**config.mk**
```make
export PLATFORM = sky130hd
export DESIGN_NAME = kbd_display_ctrl
export DESIGN_NICKNAME = d
export VERILOG_FILES = /design/src/rtl/kbd_display_ctrl.sv
export SDC_FILE = /design/constraint.sdc
export NUM_CORES = 1
export LEC_CHECK = 0
export ABC_AREA = 1
export CAP_MARGIN = 25
export CORE_ASPECT_RATIO = 0.7
export CORE_MARGIN = 5
export CORE_UTILIZATION = 25
export DETAILED_ROUTE_END_ITERATION = 6
export GPL_TIMING_DRIVEN = 0
export PLACE_DENSITY = 0.47
export SLEW_MARGIN = 20
export SYNTH_ARGS = -nofsm -noshare
export SYNTH_HDL_FRONTEND = slang
export SYNTH_SLANG_ARGS = --single-unit
```
**constraint.sdc**
```tcl
create_clock -name clk -period 2.6 [get_ports clk]
set_input_delay 0.65 -clock clk [delete_from_list [all_inputs] [get_ports clk]]
set_output_delay 0.65 -clock clk [all_outputs]
set_load 0.02 [all_outputs]
```
**src/rtl/kbd_display_ctrl.sv**
```systemverilog
// kbd_display_ctrl
// Command sequencer between the PS/2 receiver and the character display and
// PWM datapath. Parses make, break (F0) and extended (E0) scancode sequences,
// keeps the requested glyph in a shadow register until the next frame
// boundary (vsync falling edge), and steps the PWM duty on arrow-key makes.
//
// Ports
//   clk            pixel-domain clock
//   reset          asynchronous, active-low reset
//   flag           one-cycle strobe, scancode valid in that cycle
//   scancode[7:0]  received byte
//   vsync          VGA vertical sync, active-low, synchronous to clk
//   start_address  committed glyph ROM base address
//   char_enable    committed glyph visible (1) or blanked (0)
//   duty[7:0]      PWM duty value
//   pending        a glyph update is latched and not yet committed
//   key_event      one-cycle pulse per accepted command
module kbd_display_ctrl #(
  parameter int unsigned CHAR_STRIDE = 8,
  parameter int unsigned DUTY_STEP   = 16,
  parameter int unsigned TIMEOUT_CYC = 1048575
) (
  input  logic       clk,
  input  logic       reset,
  input  logic       flag,
  input  logic [7:0] scancode,
  input  logic       vsync,
  output logic [5:0] start_address,
  output logic       char_enable,
  output logic [7:0] duty,
  output logic       pending,
  output logic       key_event
);

  localparam logic [7:0]  CODE_BREAK = 8'hF0;
  localparam logic [7:0]  CODE_EXT   = 8'hE0;
  localparam logic [7:0]  CODE_UP    = 8'h75;
  localparam logic [7:0]  CODE_DOWN  = 8'h72;
  localparam logic [19:0] TMO_LIMIT  = 20'(TIMEOUT_CYC);

  typedef enum logic [1:0] {
    ST_IDLE,
    ST_BRK,
    ST_EXT,
    ST_EXT_BRK
  } state_t;

  state_t      state, state_next;
  logic [19:0] tmo_cnt;
  logic [7:0]  held_key;
  logic [2:0]  shadow_index;
  logic        shadow_blank;
  logic        vsync_d;

  logic        make_strobe, break_strobe, arrow_up, arrow_down;
  logic        timed_out;
  logic        key_valid, key_blank;
  logic [2:0]  key_index;
  logic        accept;
  logic        commit;
  logic [5:0]  commit_addr;
  logic [8:0]  duty_sum, duty_diff;

  // Make-code decoder: digit keys 1..8 select a glyph, Esc requests blank.
  always_comb begin
    // NOTE: every combinational output gets a default first so no path can
    // leave it unassigned and infer a latch.
    key_valid = 1'b1;
    key_blank = 1'b0;
    key_index = 3'd0;
    case (scancode)
      8'h16:   key_index = 3'd0;
      8'h1E:   key_index = 3'd1;
      8'h26:   key_index = 3'd2;
      8'h25:   key_index = 3'd3;
      8'h2E:   key_index = 3'd4;
      8'h36:   key_index = 3'd5;
      8'h3D:   key_index = 3'd6;
      8'h3E:   key_index = 3'd7;
      8'h76:   key_blank = 1'b1;
      default: key_valid = 1'b0;
    endcase
  end

  assign timed_out = (state != ST_IDLE) && (tmo_cnt == TMO_LIMIT);

  // Prefix parser: transitions only on flag, except the idle-timeout escape.
  always_comb begin
    state_next   = state;
    make_strobe  = 1'b0;
    break_strobe = 1'b0;
    arrow_up     = 1'b0;
    arrow_down   = 1'b0;
    if (flag) begin
      case (state)
        ST_IDLE: begin
          if (scancode == CODE_BREAK)    state_next = ST_BRK;
          else if (scancode == CODE_EXT) state_next = ST_EXT;
          else                           make_strobe = 1'b1;
        end
        ST_BRK: begin
          state_next   = ST_IDLE;
          break_strobe = 1'b1;
        end
        ST_EXT: begin
          if (scancode == CODE_BREAK) begin
            state_next = ST_EXT_BRK;
          end else begin
            state_next = ST_IDLE;
            arrow_up   = (scancode == CODE_UP);
            arrow_down = (scancode == CODE_DOWN);
          end
        end
        default: state_next = ST_IDLE;
      endcase
    end else if (timed_out) begin
      state_next = ST_IDLE;
    end
  end

  // Typematic repeats of the held key are dropped; arrows are never dropped.
  assign accept = make_strobe && key_valid && (scancode != held_key);

  // Commit uses the shadow as it stood before this cycle, so a key accepted
  // on the edge cycle waits for the next frame.
  assign commit      = vsync_d && !vsync && pending;
  assign commit_addr = 6'(32'(shadow_index) * CHAR_STRIDE);

  // 9-bit arithmetic: bit 8 flags overflow (up) or borrow (down).
  assign duty_sum  = {1'b0, duty} + 9'(DUTY_STEP);
  assign duty_diff = {1'b0, duty} - 9'(DUTY_STEP);

  always_ff @(posedge clk or negedge reset) begin
    // NOTE: sequential state uses non-blocking assignments so every register
    // samples pre-edge values regardless of statement order.
    if (!reset) begin
      state <= ST_IDLE;
      tmo_cnt <= '0;
    end else begin
      state <= state_next;
      if (flag || state == ST_IDLE || timed_out) tmo_cnt <= '0;
      else                                       tmo_cnt <= tmo_cnt + 20'd1;
    end
  end

  always_ff @(posedge clk or negedge reset) begin
    if (!reset) begin
      held_key      <= 8'h00;
      shadow_index  <= 3'd0;
      shadow_blank  <= 1'b0;
      pending       <= 1'b0;
      vsync_d       <= 1'b1;
      start_address <= 6'd0;
      char_enable   <= 1'b0;
      duty          <= 8'h80;
      key_event     <= 1'b0;
    end else begin
      vsync_d   <= vsync;
      key_event <= accept || arrow_up || arrow_down;

      if (accept) held_key <= scancode;
      else if (break_strobe && scancode == held_key) held_key <= 8'h00;

      if (accept) begin
        shadow_index <= key_index;
        shadow_blank <= key_blank;
      end

      if (accept)      pending <= 1'b1;
      else if (commit) pending <= 1'b0;

      if (commit) begin
        if (shadow_blank) begin
          char_enable <= 1'b0;
        end else begin
          start_address <= commit_addr;
          char_enable   <= 1'b1;
        end
      end

      if (arrow_up)        duty <= duty_sum[8]  ? 8'hFF : duty_sum[7:0];
      else if (arrow_down) duty <= duty_diff[8] ? 8'h00 : duty_diff[7:0];
    end
  end

endmodule
```
; After elaboration in Yosys (flattened, before gate mapping)
; Cells that the tools add are included.
[op_classes]
mux = 31
bitwise_logic = 1
n_eq_ne = 19
add_sub_neg = 3
reduce_logical = 20
[ops]
columns = operator, n
row1 = "8-bit by 6-bit == test with 1-bit output, second input constant", 6
row2 = 8-bit two-way mux, 6
row3 = "8-bit by 7-bit == test with 1-bit output, second input constant", 3
row4 = 3-bit one-hot mux with 7 select lines, 1
row5 = "20-bit by 1-bit adder with 20-bit output, second input constant", 1
row6 = "20-bit == test, second input constant", 1
row7 = 20-bit two-way mux, 1
row8 = 1-bit two-way mux, 17
row9 = "8-bit by 5-bit == test with 1-bit output, second input constant", 2
row10 = "8-bit == test, second input constant", 2
row11 = 2-bit two-way mux, 5
row12 = 2-bit nonzero test, 5
row13 = "8-bit by 5-bit adder with 9-bit output, second input constant", 1
row14 = 9-bit OR reduction, 1
row15 = "8-bit by 5-bit subtractor with 9-bit output, second input constant", 1
row16 = 8-bit == test, 1
row17 = 8-bit inequality test, 1
row18 = 1-bit logical AND, 6
row19 = 1-bit logical OR, 4
row20 = "4-bit inequality test, second input constant", 1
row21 = 2-bit one-hot mux with 2 select lines, 1
row22 = 2-bit AND reduction, 2
row23 = "2-bit by 1-bit == test with 1-bit output, second input constant", 1
row24 = "2-bit == test, second input constant", 1
row25 = 3 further kinds, 3
[word_totals]
input_bits = 12
output_inout_bits = 17
elab_cells = 85
reg_bits = 49

; Longest topological paths before layout
[logic_depth]
word_depth = 9
ltp_mapped = 11
mapped_depth_nobuf = 10

; Worst setup path before layout
; OpenSTA, ideal clock, no wires.
[synth_timing]
path_type = input to register
startpoint = input scancode[5]
endpoint = register held_key[2]
setup_time_ns = 0.118
required_ns = 2.482
path_buffers = 1
path_slack_ns = 0.933
stages = 11
t_arrival_ns = 1.549
path_cell_list = nand2_2 -> inv_2 -> nand2_1 -> nor2_2 -> nor2_4 -> nand2_2 -> nor2_8 -> nand2_4 -> buf_8 -> nand3_1 -> nand2_1
[synth_via]
elab_chain_cells = 8
elab_cells_between_ends = 24
cone_classes = eq/ne: 13 / mux: 6 / reduce/logical: 5
[synth_lines]
columns = element, line_no
row1 = from (decl), 26  ; input logic [7:0] scancode,
row2 = 8-bit == test, 98  ; else if (scancode == CODE_EXT) state_next = ST_EXT;
row3 = 1-bit two-way mux, 98
row4 = 1-bit two-way mux, 97  ; if (scancode == CODE_BREAK) state_next = ST_BRK;
row5 = 1-bit two-way mux, 95  ; case (state)
row6 = 1-bit two-way mux, 94  ; if (flag) begin
row7 = 1-bit logical AND (2 in a row), 122  ; assign accept = make_strobe && key_valid && (scancode != held_key);
row8 = 8-bit two-way mux or 2-bit nonzero test (tied branches), --
row9 = to (signal assigned), 161  ; if (accept) held_key <= scancode;
row10 = to (decl), 50  ; logic [7:0] held_key;
; Parallel ways exist; a longest one is shown, timed or not.
; A chain may end at the register's enable or synchronous reset.

; Worst setup path in the final report
[layout_timing]
startpoint = input scancode[1]
endpoint = register held_key[2]
; The elaborated chain is that of the path after synthesis.

==> impl_results.md <==
- Status: complete, no violations
- Rows: 31
- CP endpoint kind: flop
- Net count, final: 417
- Top FF cell, synth: dfrtp_1
- Largest cells by area after synthesis: dfrtp_1, nand2_1, nor2_1, nand3_1, inv_1
- DIE HEIGHT: 97.0 um
- Cell Area, Placed: 0.00314 mm2
- Worst EP required: between 2 and 3 ns
- Cts repair resizes: 0
- Clk_lat worst skew: 0.29 ns
- Period minus WS final: 2.19 ns
- Hold Crit Class: input port to asynchronous set/reset pin
- Ports: 29
- Sequential area share after synthesis: 0.427
- Worst reg2reg path depth: 9
- RSZ-0062 raised after global routing: no
- Most frequent cells in the layout: nand2_1, nor2_1, dfrtp_1
- Filler cells: between 1k and 1.5k
- Count of input and output buffers: 25
- Asr flop ratio synth: 1.00
- ANT cells: 0
- P&R area growth vs syn: 21.7%
- Final non-filler cell total: 535
- First-pass GRT wire length: 10700 um
- Worst r2r src: tmo_cnt[0]
- Initial antenna violation count: 0
- Avg Cell Area, Syn: 7.36 um2
- Chip width: around 130 um
- Syn Inst Count: 367
- Synth area leader: dfrtp_1
- Initial Utilization: 0.259
- CP max FO: 10
- Vias/cell: 4.21
- CTS root buf: clkbuf_16
- Largest buffer count on any clock path: 2
- Die area: 0.0130 mm2
- Drt first pass iters: 4
- Initial DRC count: approximately 120
- DP HPWL: about 4600 um
- Worst vdd ir: around 0.22 mV
- Avg WL per Cell: 11.3 um
- Placed cells: 527
- Final ANT Viol Nets: 0
- Critical path class: input port to flop
- CTS tree: done
- Hold Fails Final Rpt: 0
- Number of synthesized flops with an enable pin: 0
- Most common cell after layout, fill and taps aside: nand2_1
- Share of the synthesized area in the top cell type: 0.408
- DR vias: 2252
- Cell variety after synth: 33
- Total gr overflow: 0
- # DRC: 0
- Total track usage: 0.100
- Final worst path period share: 0.844
- Max Freq: 0.456 GHz
- Seq cells post-synth: 46
- Worst-path clk slew: approximately 0.06 ns
- Core area: 0.0104 mm2
- Total power density per cell area: 563 mW/mm2
- Postcts setup bufs: 0
- Hold Buf Count CTS: 0
- Vias in the first global route: 2242
- Final setup viols: 0
- GP Congestion: between 0.8 and 0.9
- Post-route design area: 0.00329 mm2
- Slew Viols, Final: 0
- CP Launch Point: scancode[1]
- Leak Pwr: 0.00155 uW
- Clock Skews: 0.00246 ns
- Total Routed Length: ~6000 um
- Max-Cap Viols: 0
- Pin count of the biggest net entering global routing: 31
- Post-Syn Area: 0.00270 mm2
- Proportion of layout cells with a drive suffix above 1: 0.119
- Clock Sink Count: 46
- Synth warn: 0
- Critical Path AT: ~2.4 ns
- CTS buffer count: 5
- CTS H-tree lvls: 2
- Crit start category: input port
-- sequential cells by signal (all words and copies together), names as in the netlist --
signal / flops
vsync_d: 1
shadow_index: 3
char_enable: 1
shadow_blank: 1
pending: 1
start_address: 3
duty: 5
held_key: 8
tmo_cnt: 20
state: 2
key_event: 1
-- worst max-delay path, stage by stage --
cell,delay [ns]
clkdlybuf4s50_1,0.60
nor2_1,0.08
nand2_1,0.13
nor2_2,0.09
nor2_4,0.09
nand2_2,0.11
nor2_8,0.21
nand2_4,0.12
buf_8,0.16
nand3_1,0.07
nand2_1,0.05
-- metrics by stage --
stage | hold slack (ns) | power (uW) | setup slack (ns) | util | setup TNS, ns
after floorplan | 0.354 | 1080 | 0.933 | - | 0
after global placement | 0.459 | 1220 | -0.530 | 0.299 | -23.09
after detailed placement | 0.460 | 1220 | 0.106 | 0.301 | 0
after CTS | 0.306 | 1880 | 0.413 | 0.315 | 0
after global routing | 0.334 | 1970 | 0.209 | 0.315 | 0
final | 0.296 | 1850 | 0.405 | 0.315 | 0
-- area by class of cell --
cell class	count	area (um2)	share of cell area
Multi-Input combinational cell	271	1320	0.403
Sequential cell	46	1150	0.351
Timing Repair Buffer	26	265	0.0807
Tap cell	132	165	0.0503
Inverter	43	161	0.0491
Clock buffer	7	143	0.0434
Buffer	9	70.1	0.0213
Clock inverter	1	5.00	0.00152
-- Yosys cell counts (3+ instances only) --
library cell,number
o21ai_1,4
inv_2,6
nor2_2,4
buf_4,6
nand3_1,35
nand2_2,7
xor2_1,8
o21ai_0,9
nand4_1,4
dfrtp_1,44
a21oi_1,4
nand2_1,103
mux2_2,3
nor3_1,8
nor2_1,58
nor2_4,3
inv_1,37
ha_1,3
xnor2_1,4
-- routing by layer --
layer | wire (um) | track usage | vias up
met3 | 205 | 0.0311 | 7
met2 | 2440 | 0.138 | 22
met4 | 65 | 0.0282 | 0
met5 | 0 | 0 | -
li1 | - | - | 1214
met1 | 3340 | 0.149 | 1009
-- report_power, final --
part	internal, uW	switching, uW
combinational	148	220
clock	381	264
sequential	785	52.0
total	1310	536
-- final timing paths --
path                            slack [ns]              end
worst max register to register        0.64      tmo_cnt[19]
worst min-delay path                  0.30       tmo_cnt[6]
min in group clk                      0.47  shadow_index[1]
max in group asynchronous             1.73          vsync_d
worst max-delay path                  0.41      held_key[2]
worst min register to register        0.47  shadow_index[1]
-- cell families after synthesis --
| logic type | share of synthesized area |
|---|---|
| XOR/XNOR | 0.0389 |
| other | 0.00139 |
| flip-flops | 0.427 |
| adder cells (fa/ha/maj) | 0.0139 |
| multiplexers | 0.0125 |
| AO/OA/AOI/OAI | 0.0417 |
| AND/OR/NAND/NOR | 0.379 |
| buffers and inverters | 0.0857 |
Power figures use the tool's default switching activity.
